$ cat config.mk
export PLATFORM = sky130hd
export DESIGN_NAME = tdm_demux_1_to_4
export DESIGN_NICKNAME = d
export VERILOG_FILES = /design/src/rtl/tdm_demux_1_to_4.sv
export SDC_FILE = /design/constraint.sdc
export NUM_CORES = 1
export LEC_CHECK = 0
export CORE_MARGIN = 10
export CORE_UTILIZATION = 50
export DETAILED_ROUTE_END_ITERATION = 8
export PLACE_DENSITY = 0.81
export SLEW_MARGIN = 20
export SYNTH_ARGS = -nofsm -noshare
export SYNTH_HDL_FRONTEND = slang
export SYNTH_SLANG_ARGS = --single-unit
$ cat constraint.sdc
create_clock -name clk -period 4.6 [get_ports clk]
set_input_delay 0.69 -clock clk [delete_from_list [all_inputs] [get_ports clk]]
set_output_delay 0.69 -clock clk [all_outputs]
set_load 0.03 [all_outputs]
$ cat src/rtl/tdm_demux_1_to_4.sv
// Receive-side TDM demultiplexer: tracks the slot index of a 4-channel serial stream
// and reassembles each 4-slot frame into one parallel word with a one-cycle valid pulse.
module tdm_demux_1_to_4 #(
    parameter int WIDTH = 1,
    parameter int CNT_W = 8
) (
    input  logic                 clk,
    input  logic                 rst_n,
    input  logic [WIDTH-1:0]     din,
    input  logic                 din_valid,
    input  logic                 frame_sync,
    output logic [4*WIDTH-1:0]   out_data,
    output logic                 out_valid,
    output logic [1:0]           slot,
    output logic                 locked,
    output logic                 sync_err,
    output logic [CNT_W-1:0]     frame_count
);

    typedef enum logic {
        ST_HUNT   = 1'b0,
        ST_LOCKED = 1'b1
    } state_t;

    state_t               r_state;
    state_t               w_state_nxt;
    logic [1:0]           r_slot;
    logic [1:0]           w_slot_nxt;
    logic [WIDTH-1:0]     r_shadow     [3];
    logic [WIDTH-1:0]     w_shadow_nxt [3];
    logic [4*WIDTH-1:0]   r_out_data;
    logic [4*WIDTH-1:0]   w_out_data_nxt;
    logic                 r_out_valid;
    logic                 w_out_valid_nxt;
    logic                 r_locked;
    logic                 r_sync_err;
    logic                 w_sync_err_nxt;
    logic [CNT_W-1:0]     r_frame_count;
    logic [CNT_W-1:0]     w_frame_count_nxt;

    // Next-state and datapath decode for one beat; idle cycles only drop the pulses.
    always_comb begin
        w_state_nxt       = r_state;
        w_slot_nxt        = r_slot;
        w_shadow_nxt      = r_shadow;
        w_out_data_nxt    = r_out_data;
        w_out_valid_nxt   = 1'b0;
        w_sync_err_nxt    = 1'b0;
        w_frame_count_nxt = r_frame_count;
        if (din_valid) begin
            case (r_state)
                ST_HUNT: begin
                    if (frame_sync) begin
                        w_shadow_nxt[0] = din;
                        w_slot_nxt      = 2'd1;
                        w_state_nxt     = ST_LOCKED;
                    end else begin
                        w_slot_nxt      = 2'd0;
                    end
                end
                ST_LOCKED: begin
                    // A misplaced sync restarts the frame from this beat as slot 0.
                    if (frame_sync && (r_slot != 2'd0)) begin
                        w_sync_err_nxt  = 1'b1;
                        w_shadow_nxt[0] = din;
                        w_slot_nxt      = 2'd1;
                    end else if (r_slot == 2'd3) begin
                        w_out_data_nxt    = {din, r_shadow[2], r_shadow[1], r_shadow[0]};
                        w_out_valid_nxt   = 1'b1;
                        w_frame_count_nxt = r_frame_count + 1'b1;
                        w_slot_nxt        = 2'd0;
                    end else begin
                        case (r_slot)
                            2'd0:    w_shadow_nxt[0] = din;
                            2'd1:    w_shadow_nxt[1] = din;
                            default: w_shadow_nxt[2] = din;
                        endcase
                        w_slot_nxt = r_slot + 2'd1;
                    end
                end
                default: begin
                    w_state_nxt = ST_HUNT;
                    w_slot_nxt  = 2'd0;
                end
            endcase
        end else begin
            w_state_nxt = r_state;
        end
    end

    // State and output registers.
    always_ff @(posedge clk or negedge rst_n) begin
        if (!rst_n) begin
            r_state       <= ST_HUNT;
            r_slot        <= 2'd0;
            r_shadow[0]   <= '0;
            r_shadow[1]   <= '0;
            r_shadow[2]   <= '0;
            r_out_data    <= '0;
            r_out_valid   <= 1'b0;
            r_locked      <= 1'b0;
            r_sync_err    <= 1'b0;
            r_frame_count <= '0;
        end else begin
            r_state       <= w_state_nxt;
            r_slot        <= w_slot_nxt;
            r_shadow      <= w_shadow_nxt;
            r_out_data    <= w_out_data_nxt;
            r_out_valid   <= w_out_valid_nxt;
            r_locked      <= (w_state_nxt == ST_LOCKED);
            r_sync_err    <= w_sync_err_nxt;
            r_frame_count <= w_frame_count_nxt;
        end
    end

    assign out_data    = r_out_data;
    assign out_valid   = r_out_valid;
    assign slot        = r_slot;
    assign locked      = r_locked;
    assign sync_err    = r_sync_err;
    assign frame_count = r_frame_count;

endmodule

==> metrics.txt <==
status completed; Max-slew headroom 0.4355; synthesis-stage register bit count 20; Worst Path Buf+Inv 1; full die area 3874 um^2; RSZ-0062 raised after global routing false; Area growth, synth to finish 29.87%; data arrival time of the worst path 1.49 ns; area share of fa/ha/maj cells after synthesis 0.07013; PD cells 584.8 nW/um^2; grt ovf 0; simple-gate share of the synthesized area 0.1360; mux share of post-synthesis cell area 0.1010; vias in the first global route 621; layout cells sized above 1 0.1828; Distinct cells, synth 21; Layout Cells excl Fill 118; Die Ht 62.24 um; TritonRoute pass-1 iters 3; Post-Syn Area 892.1 um^2; antenna diode instance count 0; CP max-delay cell clkdlybuf4s50_1; cell row count 15; Placer Congestion 0.7048; Core Footprint 1708 um^2; Worst-Margin Slew 0.8442 ns; syn nets 79; post-CTS sizing 0; DRT antenna net count 0; Syn Area/Cell 12.93 um^2; setup_tns 0 ns; Clock Sinks 20; Remaining DRCs 0; Clock Root Buffer clkbuf_4; nets 104; routed len/inst 13.89 um; Worst path max stage delay 0.72 ns; CTS tree yes; compound-cell area share of the yosys netlist 0.04208; Worst-Skew Late Latency 0.29 ns; Worst setup EP type output port; sequential share of the synthesized area 0.5610; Final Hold Slack 0.4777 ns; crit path time final 2.179 ns; WP data required 3.91 ns; clk slew on worst S/H paths 0.10 ns; Final Instance Area 1159 um^2; # setup viols final 0; final hold vios 0; initial antenna violation count 0; worst min path class flip-flop to flip-flop; Synth area leaders dfrtp_1 (56%), mux2_2 (10%), ha_1 (7.0%); CP Max Fanout 7; post-route clock period utilization 0.4736; maximum vdd drop 364.5 uV; Yosys top cell area share 0.5610; first-pass GRT wire length 2829 um; Yosys top cell by area dfrtp_1; H-tree depth 1; Post-DP HPWL 1288 um; crit start category flip-flop; Initial Util 0.5223; All-Layer GR Usage 0.08708; DP Area 1122 um^2; WL final 1639 um; Slew Viols, Final 0; # IOs 22; Lkg Pwr 0.5089 nW; hold_buf cts 0; largest family of logic cells by synthesized area simple AND/OR/NAND/NOR gates; yosys warns 0; crit path cell chain clkdlybuf4s50_1; Peak Freq 0.4590 GHz; vias per cell 4.915; post-layout util 0.6784; port bufs 21; initial DRC count 13; Largest delay share family, worst path buffers and inverters; DP Cell Count 114; Synth Area in XOR/XNOR 0.06872; Syn Inst Count 69; maximum capacitance violations 0; via count 580; largest net degree at the start of global routing 21; die width 62.24 um; clk buf depth 2; postcts setup bufs 0; Setup Skew 0.0007158 ns; kind of critical path flip-flop to output port; total CTS buffers 3
==> power by group <==
part | internal, W | total (W) | switching [W] | leakage, nW
logic | 0.000141 | 0.000306 | 0.000165 | 0.238
registers | 0.000230 | 0.000274 | 0.0000435 | 0.250
clock network | 0.0000482 | 0.0000982 | 0.0000500 | 0.0210
total | 0.000420 | 0.000678 | 0.000258 | 0.509
==> logic make-up (layout without fill, tap and decap cells) <==
kind of cell	Yosys count	after routing
muxes	8	8
xor gates and xnor gates	7	7
AOI/OAI and AO/OA	6	6
adders and majority gates	5	5
and+or+nand+nor	20	20
DFF	20	20
buffers and inverters	3	27
==> metrics by stage <==
step                      worst slack, ns  power [W]
final                               2.421  0.0006776
after global routing                2.358  0.0007229
after CTS                           2.409  0.0006873
after detailed placement            2.175  0.0005856
after global placement              2.227  0.0005780
after floorplan                     2.811  0.0004634
==> sequential cells by signal, summed over array words and instances, names as in the netlist <==
name	count
frame_count	8
out_data	4
r_shadow	3
slot	2
locked	1
out_valid	1
sync_err	1
==> placed cells by master, fill, tap and decap left out <==
cell and n:
a21o_2 1, a21oi_1 2, a22oi_1 1, a31oi_1 1
and2b_2 1, and3_1 2, clkbuf_4 3, clkbuf_8 1
clkdlybuf4s50_1 21, dfrtp_1 20, ha_1 5, inv_1 2
mux2_2 8, nand2_1 6, nand2_2 1, nand3b_1 1
nand4_1 4, nor2_1 3, nor2b_2 1, nor3b_4 1
o21ai_0 1, xnor2_1 6, xor2_1 1
==> synth_stat cells <==
master    number
dfrtp_1       20
mux2_2         8
nand2_1        6
xnor2_1        6
ha_1           5
nand4_1        4
nor2_1         3
a21oi_1        2
and3_1         2
inv_1          2
a21o_2         1
a22oi_1        1
a31oi_1        1
and2b_2        1
buf_6          1
nand2_2        1
nand3b_1       1
nor2b_2        1
nor3b_4        1
o21ai_0        1
xor2_1         1
==> path summary, 6_finish.rpt <==
path	from	endpoint	slack (ns)	depth (start not counted)
min	frame_count[7]	frame_count[7]	0.48	1
min reg2reg	frame_count[7]	frame_count[7]	0.48	1
max reg2reg	slot[0]	out_data[0]	2.70	5
max in group asynchronous	rst_n	out_data[3]	3.21	1
max	locked	locked	2.42	1
min in group asynchronous	rst_n	r_shadow[2]	0.87	1
==> layer usage <==
| metal | global-route usage | vias up | part of all wire |
|---|---|---|---|
| met2 | 0.1462 | 12 | 0.49 |
| met3 | 0.03584 | 4 | 0.075 |
| met5 | 0 | - | 0 |
| li1 | - | 284 | - |
| met1 | 0.09474 | 280 | 0.43 |
| met4 | 0.03429 | 0 | 0.014 |
==> area by class of cell <==
| type | count | area (um^2) |
|---|---|---|
| sequential | 20 | 500.5 |
| clock buffer | 4 | 36.28 |
| tap | 25 | 31.28 |
| timing repair buffer | 21 | 210.2 |
| multi-input combinational | 46 | 372.9 |
| fill | 131 | 549.3 |
| inverter | 2 | 7.507 |
Note: power is estimated with default switching activity, not from simulation.
